`config.mk`:
```
export PLATFORM = sky130hd
export DESIGN_NAME = hazard_forward_unit_flat
export DESIGN_NICKNAME = d
export VERILOG_FILES = /design/src/rtl/hazard_forward_unit_if.sv /design/src/rtl/hazard_forward_unit.sv /design/src/flat_wrapper.sv
export SDC_FILE = /design/constraint.sdc
export NUM_CORES = 1
export LEC_CHECK = 0
export ABC_AREA = 1
export CORE_ASPECT_RATIO = 1.4
export CORE_MARGIN = 2
export CORE_UTILIZATION = 34
export DETAILED_ROUTE_END_ITERATION = 10
export MAX_ROUTING_LAYER = met4
export PLACE_DENSITY = 0.78
export SLEW_MARGIN = 15
export SYNTH_ARGS = -nofsm -noshare
export SYNTH_HDL_FRONTEND = slang
export SYNTH_SLANG_ARGS = --single-unit
```
`constraint.sdc`:
```
create_clock -name clk -period 1.19 [get_ports clk]
set_input_delay 0.238 -clock clk [delete_from_list [all_inputs] [get_ports clk]]
set_output_delay 0.238 -clock clk [all_outputs]
set_load 0.005 [all_outputs]
```
`src/rtl/hazard_forward_unit_if.sv`:
```
// Pipeline-side signal bundle for the hazard/forwarding controller.
// master = pipeline datapath, slave = hazard_forward_unit.
interface hazard_forward_unit_if #(
  parameter int REG_AW = 5,
  parameter int CNT_W  = 16
);
  logic [REG_AW-1:0] id_rs;
  logic [REG_AW-1:0] id_rt;
  logic              id_uses_rs;
  logic              id_uses_rt;
  logic              id_multicycle;
  logic [REG_AW-1:0] ex_rs;
  logic [REG_AW-1:0] ex_rt;
  logic [REG_AW-1:0] ex_dst;
  logic              ex_regwrite;
  logic              ex_memread;
  logic [REG_AW-1:0] mem_dst;
  logic              mem_regwrite;
  logic [REG_AW-1:0] wb_dst;
  logic              wb_regwrite;
  logic              branch_taken;

  logic [1:0]        fwd_a;
  logic [1:0]        fwd_b;
  logic              id_byp_rs;
  logic              id_byp_rt;
  logic              pc_write;
  logic              if_id_write;
  logic              id_ex_write;
  logic              id_ex_bubble;
  logic              ex_mem_bubble;
  logic              if_id_flush;
  logic              id_ex_flush;
  logic              ex_mem_flush;
  logic              mc_busy;
  logic [CNT_W-1:0]  stall_cycles;
  logic [CNT_W-1:0]  flush_events;

  modport master (
    output id_rs, id_rt, id_uses_rs, id_uses_rt, id_multicycle,
           ex_rs, ex_rt, ex_dst, ex_regwrite, ex_memread,
           mem_dst, mem_regwrite, wb_dst, wb_regwrite, branch_taken,
    input  fwd_a, fwd_b, id_byp_rs, id_byp_rt, pc_write, if_id_write,
           id_ex_write, id_ex_bubble, ex_mem_bubble, if_id_flush,
           id_ex_flush, ex_mem_flush, mc_busy, stall_cycles, flush_events
  );

  modport slave (
    input  id_rs, id_rt, id_uses_rs, id_uses_rt, id_multicycle,
           ex_rs, ex_rt, ex_dst, ex_regwrite, ex_memread,
           mem_dst, mem_regwrite, wb_dst, wb_regwrite, branch_taken,
    output fwd_a, fwd_b, id_byp_rs, id_byp_rt, pc_write, if_id_write,
           id_ex_write, id_ex_bubble, ex_mem_bubble, if_id_flush,
           id_ex_flush, ex_mem_flush, mc_busy, stall_cycles, flush_events
  );
endinterface

```
`src/rtl/hazard_forward_unit.sv`:
```
// Hazard/forwarding controller for the 5-stage pipeline: operand forwarding,
// load-use interlock, multi-cycle EXE occupancy and branch flush.
// Optional stall/flush counters are built when HAZARD_PERF_CNT_EN is defined.
//
// state | meaning
// RUN   | normal issue; forwarding, load-use and flush only
// MC    | multi-cycle op holds EXE; front end frozen until cnt reaches 1
module hazard_forward_unit #(
  parameter int REG_AW = 5,
  parameter int MC_LAT = 4,
  parameter int CNT_W  = 16
) (
  input logic                 clk,
  input logic                 rst_n,
  hazard_forward_unit_if.slave hz
);

  typedef enum logic {ST_RUN, ST_MC} state_t;

  localparam logic [REG_AW-1:0] REG_ZERO = '0;
  localparam logic [7:0]        MC_LOAD  = 8'(MC_LAT - 1);
  localparam bit                MC_EN    = (MC_LAT > 1);

  state_t     state_q, state_d;
  logic [7:0] cnt_q, cnt_d;
  logic       lu;

  always_comb begin
    hz.fwd_a = 2'b00;
    if (hz.mem_regwrite && hz.mem_dst != REG_ZERO && hz.mem_dst == hz.ex_rs)
      hz.fwd_a = 2'b01;
    else if (hz.wb_regwrite && hz.wb_dst != REG_ZERO && hz.wb_dst == hz.ex_rs)
      hz.fwd_a = 2'b10;

    hz.fwd_b = 2'b00;
    if (hz.mem_regwrite && hz.mem_dst != REG_ZERO && hz.mem_dst == hz.ex_rt)
      hz.fwd_b = 2'b01;
    else if (hz.wb_regwrite && hz.wb_dst != REG_ZERO && hz.wb_dst == hz.ex_rt)
      hz.fwd_b = 2'b10;

    hz.id_byp_rs = hz.wb_regwrite && hz.wb_dst != REG_ZERO &&
                   hz.wb_dst == hz.id_rs && hz.id_uses_rs;
    hz.id_byp_rt = hz.wb_regwrite && hz.wb_dst != REG_ZERO &&
                   hz.wb_dst == hz.id_rt && hz.id_uses_rt;

    lu = hz.ex_memread && hz.ex_dst != REG_ZERO &&
         ((hz.id_uses_rs && hz.ex_dst == hz.id_rs) ||
          (hz.id_uses_rt && hz.ex_dst == hz.id_rt));
  end

  always_comb begin
    state_d          = state_q;
    cnt_d            = cnt_q;
    hz.pc_write      = 1'b1;
    hz.if_id_write   = 1'b1;
    hz.id_ex_write   = 1'b1;
    hz.id_ex_bubble  = 1'b0;
    hz.ex_mem_bubble = 1'b0;
    hz.if_id_flush   = 1'b0;
    hz.id_ex_flush   = 1'b0;
    hz.ex_mem_flush  = 1'b0;

    if (hz.branch_taken) begin
      // Taken branch squashes everything younger, including an in-flight MC op.
      hz.if_id_flush  = 1'b1;
      hz.id_ex_flush  = 1'b1;
      hz.ex_mem_flush = 1'b1;
      state_d         = ST_RUN;
      cnt_d           = 8'd0;
    end else begin
      unique case (state_q)
        ST_RUN: begin
          if (lu) begin
            hz.pc_write     = 1'b0;
            hz.if_id_write  = 1'b0;
            hz.id_ex_bubble = 1'b1;
          end else if (hz.id_multicycle && MC_EN) begin
            state_d = ST_MC;
            cnt_d   = MC_LOAD;
          end
        end
        ST_MC: begin
          hz.pc_write      = 1'b0;
          hz.if_id_write   = 1'b0;
          hz.id_ex_write   = 1'b0;
          hz.ex_mem_bubble = 1'b1;
          cnt_d            = cnt_q - 8'd1;
          if (cnt_q == 8'd1) state_d = ST_RUN;
        end
        default: begin
          state_d = ST_RUN;
          cnt_d   = 8'd0;
        end
      endcase
    end
  end

  assign hz.mc_busy = (state_q == ST_MC);

  always_ff @(posedge clk or negedge rst_n) begin
    if (!rst_n) begin
      state_q <= ST_RUN;
      cnt_q   <= 8'd0;
    end else begin
      state_q <= state_d;
      cnt_q   <= cnt_d;
    end
  end

`ifdef HAZARD_PERF_CNT_EN
  logic [CNT_W-1:0] stall_cycles_q, stall_cycles_d;
  logic [CNT_W-1:0] flush_events_q, flush_events_d;

  always_comb begin
    stall_cycles_d = stall_cycles_q;
    flush_events_d = flush_events_q;
    if (!hz.pc_write && stall_cycles_q != {CNT_W{1'b1}})
      stall_cycles_d = stall_cycles_q + 1'b1;
    if (hz.branch_taken && flush_events_q != {CNT_W{1'b1}})
      flush_events_d = flush_events_q + 1'b1;
  end

  always_ff @(posedge clk or negedge rst_n) begin
    if (!rst_n) begin
      stall_cycles_q <= '0;
      flush_events_q <= '0;
    end else begin
      stall_cycles_q <= stall_cycles_d;
      flush_events_q <= flush_events_d;
    end
  end

  assign hz.stall_cycles = stall_cycles_q;
  assign hz.flush_events = flush_events_q;
`else
  assign hz.stall_cycles = {CNT_W{1'b0}};
  assign hz.flush_events = {CNT_W{1'b0}};
`endif

endmodule

```
`src/flat_wrapper.sv`:
```
// flat-port wrapper written by rule: the top's interface ports become plain ports
module hazard_forward_unit_flat 
#(
  parameter int REG_AW = 5,
  parameter int MC_LAT = 4,
  parameter int CNT_W  = 16
)
  (clk, rst_n, hz_id_rs, hz_id_rt, hz_id_uses_rs, hz_id_uses_rt, hz_id_multicycle, hz_ex_rs, hz_ex_rt, hz_ex_dst, hz_ex_regwrite, hz_ex_memread, hz_mem_dst, hz_mem_regwrite, hz_wb_dst, hz_wb_regwrite, hz_branch_taken, hz_fwd_a, hz_fwd_b, hz_id_byp_rs, hz_id_byp_rt, hz_pc_write, hz_if_id_write, hz_id_ex_write, hz_id_ex_bubble, hz_ex_mem_bubble, hz_if_id_flush, hz_id_ex_flush, hz_ex_mem_flush, hz_mc_busy, hz_stall_cycles, hz_flush_events);
  hazard_forward_unit_if #(.REG_AW(REG_AW), .CNT_W(CNT_W)) hz_i ();
  input logic clk;
  input logic rst_n;
  input wire logic [$bits(hz_i.id_rs)-1:0] hz_id_rs;
  input wire logic [$bits(hz_i.id_rt)-1:0] hz_id_rt;
  input wire logic [$bits(hz_i.id_uses_rs)-1:0] hz_id_uses_rs;
  input wire logic [$bits(hz_i.id_uses_rt)-1:0] hz_id_uses_rt;
  input wire logic [$bits(hz_i.id_multicycle)-1:0] hz_id_multicycle;
  input wire logic [$bits(hz_i.ex_rs)-1:0] hz_ex_rs;
  input wire logic [$bits(hz_i.ex_rt)-1:0] hz_ex_rt;
  input wire logic [$bits(hz_i.ex_dst)-1:0] hz_ex_dst;
  input wire logic [$bits(hz_i.ex_regwrite)-1:0] hz_ex_regwrite;
  input wire logic [$bits(hz_i.ex_memread)-1:0] hz_ex_memread;
  input wire logic [$bits(hz_i.mem_dst)-1:0] hz_mem_dst;
  input wire logic [$bits(hz_i.mem_regwrite)-1:0] hz_mem_regwrite;
  input wire logic [$bits(hz_i.wb_dst)-1:0] hz_wb_dst;
  input wire logic [$bits(hz_i.wb_regwrite)-1:0] hz_wb_regwrite;
  input wire logic [$bits(hz_i.branch_taken)-1:0] hz_branch_taken;
  output wire logic [$bits(hz_i.fwd_a)-1:0] hz_fwd_a;
  output wire logic [$bits(hz_i.fwd_b)-1:0] hz_fwd_b;
  output wire logic [$bits(hz_i.id_byp_rs)-1:0] hz_id_byp_rs;
  output wire logic [$bits(hz_i.id_byp_rt)-1:0] hz_id_byp_rt;
  output wire logic [$bits(hz_i.pc_write)-1:0] hz_pc_write;
  output wire logic [$bits(hz_i.if_id_write)-1:0] hz_if_id_write;
  output wire logic [$bits(hz_i.id_ex_write)-1:0] hz_id_ex_write;
  output wire logic [$bits(hz_i.id_ex_bubble)-1:0] hz_id_ex_bubble;
  output wire logic [$bits(hz_i.ex_mem_bubble)-1:0] hz_ex_mem_bubble;
  output wire logic [$bits(hz_i.if_id_flush)-1:0] hz_if_id_flush;
  output wire logic [$bits(hz_i.id_ex_flush)-1:0] hz_id_ex_flush;
  output wire logic [$bits(hz_i.ex_mem_flush)-1:0] hz_ex_mem_flush;
  output wire logic [$bits(hz_i.mc_busy)-1:0] hz_mc_busy;
  output wire logic [$bits(hz_i.stall_cycles)-1:0] hz_stall_cycles;
  output wire logic [$bits(hz_i.flush_events)-1:0] hz_flush_events;
  assign hz_i.id_rs = hz_id_rs;
  assign hz_i.id_rt = hz_id_rt;
  assign hz_i.id_uses_rs = hz_id_uses_rs;
  assign hz_i.id_uses_rt = hz_id_uses_rt;
  assign hz_i.id_multicycle = hz_id_multicycle;
  assign hz_i.ex_rs = hz_ex_rs;
  assign hz_i.ex_rt = hz_ex_rt;
  assign hz_i.ex_dst = hz_ex_dst;
  assign hz_i.ex_regwrite = hz_ex_regwrite;
  assign hz_i.ex_memread = hz_ex_memread;
  assign hz_i.mem_dst = hz_mem_dst;
  assign hz_i.mem_regwrite = hz_mem_regwrite;
  assign hz_i.wb_dst = hz_wb_dst;
  assign hz_i.wb_regwrite = hz_wb_regwrite;
  assign hz_i.branch_taken = hz_branch_taken;
  assign hz_fwd_a = hz_i.fwd_a;
  assign hz_fwd_b = hz_i.fwd_b;
  assign hz_id_byp_rs = hz_i.id_byp_rs;
  assign hz_id_byp_rt = hz_i.id_byp_rt;
  assign hz_pc_write = hz_i.pc_write;
  assign hz_if_id_write = hz_i.if_id_write;
  assign hz_id_ex_write = hz_i.id_ex_write;
  assign hz_id_ex_bubble = hz_i.id_ex_bubble;
  assign hz_ex_mem_bubble = hz_i.ex_mem_bubble;
  assign hz_if_id_flush = hz_i.if_id_flush;
  assign hz_id_ex_flush = hz_i.id_ex_flush;
  assign hz_ex_mem_flush = hz_i.ex_mem_flush;
  assign hz_mc_busy = hz_i.mc_busy;
  assign hz_stall_cycles = hz_i.stall_cycles;
  assign hz_flush_events = hz_i.flush_events;
  hazard_forward_unit #(.REG_AW(REG_AW), .MC_LAT(MC_LAT), .CNT_W(CNT_W)) u_core (.clk(clk), .rst_n(rst_n), .hz(hz_i));
endmodule
```
Yosys cells after proc, flatten, opt, wreduce, memory -nomap -nowiden
Cells that the tools add are included.
- bits in registers: 9
- latch bits: 0
- bits in writable memories: 0
- memory bits (read-only): 0
- input bits: 45
- memories kept: 0
- add/sub/neg operators: 1
- multipliers: 0
- divide/modulo/power cells: 0
- order comparisons: 0
- equal/unequal tests: 11
- shift-type cells: 0
- muxes and demuxes: 24
- bitwise logic cells: 1
- reductions and logical operators: 19
- operators by type and width (operator ; number):
    equality test 5 bit ; 8
    two-way mux 8 bit ; 3
    case mux 8 bit (2 select lines) ; 1
    nonzero test 5 bit ; 3
    logical AND 1 bit ; 14
    two-way mux 1 bit ; 14
    equality test 8 x 1 -> 1 bit (second input constant) ; 1
    two-way mux 2 bit ; 4
    subtractor 8 x 1 -> 8 bit (second input constant) ; 1
    inequality test 3 bit (second input constant) ; 2
    case mux 1 bit (2 select lines) ; 2
    AND reduction 2 bit ; 1
    logical OR 1 bit ; 1
    NOT 1 bit ; 1

Logic depth before layout (Yosys ltp)
- word-level depth: 7
- gate-level depth with buffers: 10
- gate-level depth less buffers: 10

Least setup slack after synthesis
Ideal clock, no wire load.
- kind: input-to-output
- start point: in hz_ex_dst[2]
- end point: out hz_pc_write
- arrival time: 0.985 ns
- data required time: 0.952 ns
- path slack: -0.033 ns
- cell stages on the path: 8
- buffers on the path: 1
- cell sequence: inv_1 > nand4_1 > o21ai_0 > inv_1 > nand2_1 > nor2_1 > nor2_1 > buf_4
- longest elaborated chain between the ends: 7
- elaborated cells between the ends (all ways): 11
- classes of those cells: eq/ne: 2; mux: 3; reduce/logical: 6
- RTL lines (what ; RTL line ; RTL):
    start, declared ; flat_wrapper.sv:19 ; input wire logic [$bits(hz_i.ex_dst)-1:0] hz_ex_dst;
    equality test 5 bit, on equally long branches ; hazard_forward_unit.sv:47, hazard_forward_unit.sv:48 ;
    logical AND 1 bit, on equally long branches ; hazard_forward_unit.sv:47, hazard_forward_unit.sv:48 ;
    logical OR 1 bit ; hazard_forward_unit.sv:47 ; ((hz.id_uses_rs && hz.ex_dst == hz.id_rs) ||
    logical AND 1 bit (*) ; hazard_forward_unit.sv:46 ; lu = hz.ex_memread && hz.ex_dst != REG_ZERO &&
    two-way mux 1 bit (*) ; n/a ;
    case mux 1 bit (2 select lines) (*) ; n/a ;
    two-way mux 1 bit (*) ; n/a ;
    end, declared ; flat_wrapper.sv:31 ; output wire logic [$bits(hz_i.pc_write)-1:0] hz_pc_write;
Mark *: on every way between the ends. The rest lies on a longest branch, timed or not.

Final worst setup path
- start point: in hz_ex_rt[1]
- end point: out hz_fwd_b[1]
- longest elaborated chain between the ends: 4
- elaborated cells between the ends (all ways): 6
- classes of those cells: eq/ne: 2; mux: 2; reduce/logical: 2
- RTL lines (what ; RTL line ; RTL):
    start, declared ; flat_wrapper.sv:18 ; input wire logic [$bits(hz_i.ex_rt)-1:0] hz_ex_rt;
    equality test 5 bit ; hazard_forward_unit.sv:38 ; else if (hz.wb_regwrite && hz.wb_dst != REG_ZERO && hz.wb_dst == hz.ex_rt)
    logical AND 1 bit ; hazard_forward_unit.sv:38 ;
    two-way mux 2 bit ; hazard_forward_unit.sv:38 ;
    two-way mux 2 bit (*) ; hazard_forward_unit.sv:36 ; if (hz.mem_regwrite && hz.mem_dst != REG_ZERO && hz.mem_dst == hz.ex_rt)
    end, declared ; flat_wrapper.sv:28 ; output wire logic [$bits(hz_i.fwd_b)-1:0] hz_fwd_b;
Marked as above.

==> summary.txt <==
Detailed routing
  – WL/cell: 13.2 µm
  – Via count: 1,677
  – Avg Vias per Cell: between 4 and 5
  – Initial DRT Pass Iterations: 4
  – Initial DRC count: 45
  – Final wirelength: 4.80 mm
  – Residual DRC: 0
  – Antenna Violating Nets Remaining: 0

Clock network
  – Clock Pin Slew Worst Setup and Hold Paths: 0.05 ns
  – Clock Path Buffers: 2
  – CTS tree: done
  – Clk_lat worst skew: between 0.2 and 0.25 ns
  – CTS sink count: 9
  – # H-tree levels: 1
  – Root buffer cell: clkbuf_8
  – Num CTS Buffers: 3

Power and ir drop
  – PD cells: 709 mW/mm²
  – Switch share: 0.379
  – VDD IR-drop max: about 0.40 mV
  – Sequential Power Share: 0.217
  – Internal Power: approximately 0.0012 W
  – Leak pwr: between 1 and 1.5 nW
  – Clk pwr share: 0.190
  – P_sw: between 0.0007 and 0.0008 W
  – Combinational group share of total power: 0.594
  – Pwr Total: about 0.0019 W

Synth
  – YS warnings: 0
  – Synth cell types: 30
  – Synth area leader: buf_4
  – Mapped Area: 0.00147 mm²
  – Syn avg cell area: 6.43 µm²
  – Flops & latches, synth: 9
  – Post-synthesis cell count: 228
  – Post-synth top area share: 0.184
  – Post-synthesis sequential area ratio: 0.154
  – Synth top area cells: buf_4 (18%), dfrtp_1 (15%), nand2_1 (15%)

Floorplan
  – Core footprint: 0.00420 mm²
  – Total die area: roughly 0.0049 mm²
  – I/O Pins: 92
  – Die W: 59.5 µm
  – Starting Density: 0.349
  – # rows: 28
  – Die Span Y: between 80 and 90 µm

Layout
  – Layout net count: between 300 and 400
  – Design Area, Final: ~0.0027 mm²
  – Ratio of cells with drive above 1 in the final layout: 0.541
  – Finished Layout Cells: 365
  – Antenna Cells: 0
  – Commonest non-fill, non-tap cell in the layout: nand2_1
  – Most frequent cells in the layout: nand2_1 (41), buf_4 (34), conb_1 (32), buf_6 (30), nand2_2 (15)
  – Area Growth Syn to Fin: 81.7%
  – Fillers: 344

STA
  – Skew final: 0.00433 ns
  – Final setup vio count: 11
  – Hold Vio Cnt, Final: 0
  – Final setup TNS: -1.49 ns
  – Period utilisation layout: 1.16
  – Fmax: 0.726 GHz
  – Minimum clock period: 1.38 ns
  – RSZ-0062 raised after global routing: true
  – Slew Viols, Final: 0
  – Final setup margin: -0.187 ns

Place
  – Placed cells: 351
  – Placement Cell Area: about 0.0022 mm²
  – Buffers on Ports: 58
  – Dpl ws: -1.07 ns
  – Post-DP HPWL: 3.41 mm
  – Placer congestion estimate: 0.951

Worst setup path
  – Critical Path End Type: output port
  – Worst EP required: approximately 0.95 ns
  – CP Launch Type: primary input
  – CP cell instances: buf_4 -> xor2_1 -> nor3_1 -> nand4_1 -> nor2_1 -> buf_2
  – Crit-path max FO: 2
  – Crit-path max cell delay: about 0.24 ns
  – Worst path arrival time: 1.14 ns
  – Crit-path slowest cell: nor3_1
  – Crit Path Class: in -> out

Global routing
  – First-pass GRT wire length: 6.73 mm
  – GRT Total Usage: 0.189
  – Largest net degree at the start of global routing: 10
  – Overflow after GRT: 0
  – Antenna violations before repair: 0
  – Vias in the first global route: 1,620

Outcome
  – Failing checks: setup timing
  – Status: complete, but fails checks

Flow run
  – Max_cap viols: 0

Min path
  – Hold Crit Class: in -> async
[Yosys cell counts]
cell type / instances
buf_2: 4
or2_2: 1
nand2_4: 1
nand2_2: 2
buf_4: 36
a31o_2: 1
a21oi_1: 2
ha_1: 2
nor3_1: 4
nor3_2: 1
o211ai_1: 1
nand3_1: 11
clkbuf_2: 1
nor2_4: 1
nand2_1: 57
nand4_1: 5
xnor2_1: 13
nand3b_1: 1
inv_1: 21
a31oi_1: 1
conb_1: 1
nor4_1: 3
nor3_4: 1
o2111ai_1: 1
inv_2: 2
nor2_1: 23
dfrtp_1: 9
nand3_2: 1
o21ai_0: 5
xor2_1: 16
[what timing repair did]
action	in CTS	in global routing
setup buffers	14	2
gates cloned	0	0
gates resized for setup	283	84
endpoints found under the setup margin	24	21
pin swaps	49	36
hold buffers	0	0
[flip-flops by register name (all words and copies together) (netlist names)]
name	flops
u_core.cnt_q	8
u_core.hz.mc_busy	1
[final cells by class]
cell class,instances,area [µm²],area share
repair buffers,98,903,0.339
multi-input cells,186,1330,0.500
inverters,23,98.8,0.0371
clock buffers,4,45.0,0.0169
well taps,45,56.3,0.0211
flip-flops and latches,9,228,0.0855
[worst paths after layout]
kind                                               end  slack (ns)  cells after the start                         from
max                                        hz_fwd_b[1]       -0.19                      6                  hz_ex_rt[1]
min                        u_core.cnt_q[4]$_DFFE_PN0P_        0.32                      1                        rst_n
max reg2reg                u_core.cnt_q[7]$_DFFE_PN0P_        0.01                      6  u_core.cnt_q[4]$_DFFE_PN0P_
min reg2reg                u_core.cnt_q[7]$_DFFE_PN0P_        0.52                      2  u_core.cnt_q[7]$_DFFE_PN0P_
max in group asynchronous  u_core.cnt_q[0]$_DFFE_PN0P_        0.54                      1                        rst_n
min in group clk           u_core.cnt_q[1]$_DFFE_PN0P_        0.50                      5              hz_branch_taken
[power groups by stage]
| stage | clock network, W | registers, W | logic (W) |
|---|---|---|---|
| after floorplan | 0 | 0.000399 | 0.000496 |
| after global placement | 0 | 0.000405 | 0.000817 |
| after detailed placement | 0 | 0.000407 | 0.000836 |
| after CTS | 0.000360 | 0.000403 | 0.000955 |
| after global routing | 0.000383 | 0.000417 | 0.00121 |
| final | 0.000359 | 0.000410 | 0.00112 |
[through the flow]
stage,hold slack [ns],utilization
final,0.318,0.634
after global routing,0.334,0.634
after CTS,0.326,0.562
after detailed placement,0.511,0.512
after global placement,0.503,0.512
after floorplan,-0.0576,-
[cells by family (layout without fill, tap and decap cells)]
| group | Yosys count | after routing | share of synthesized area |
|---|---|---|---|
| AOI/OAI and AO/OA | 11 | 11 | 0.0452 |
| xor gates and xnor gates | 29 | 29 | 0.173 |
| adders and majority gates | 2 | 2 | 0.0171 |
| buffers and inverters | 64 | 125 | 0.260 |
| DFF | 9 | 9 | 0.154 |
| other | 1 | 32 | 0.00256 |
| and+or+nand+nor | 112 | 112 | 0.348 |
[per-layer routing]
metal | wire length [µm] | GRT usage
met1 | 1410 | 0.165
met2 | 2990 | 0.395
met3 | 233 | 0.0189
met4 | 174 | 0.0689
met5 | 0 | -
[critical path: cells and delay by family]
kind | cells | cell delay [ns]
simple gates | 3 | 0.48
xor+xnor | 1 | 0.17
buf+inv | 2 | 0.24
(Power assumes the default switching activity.)
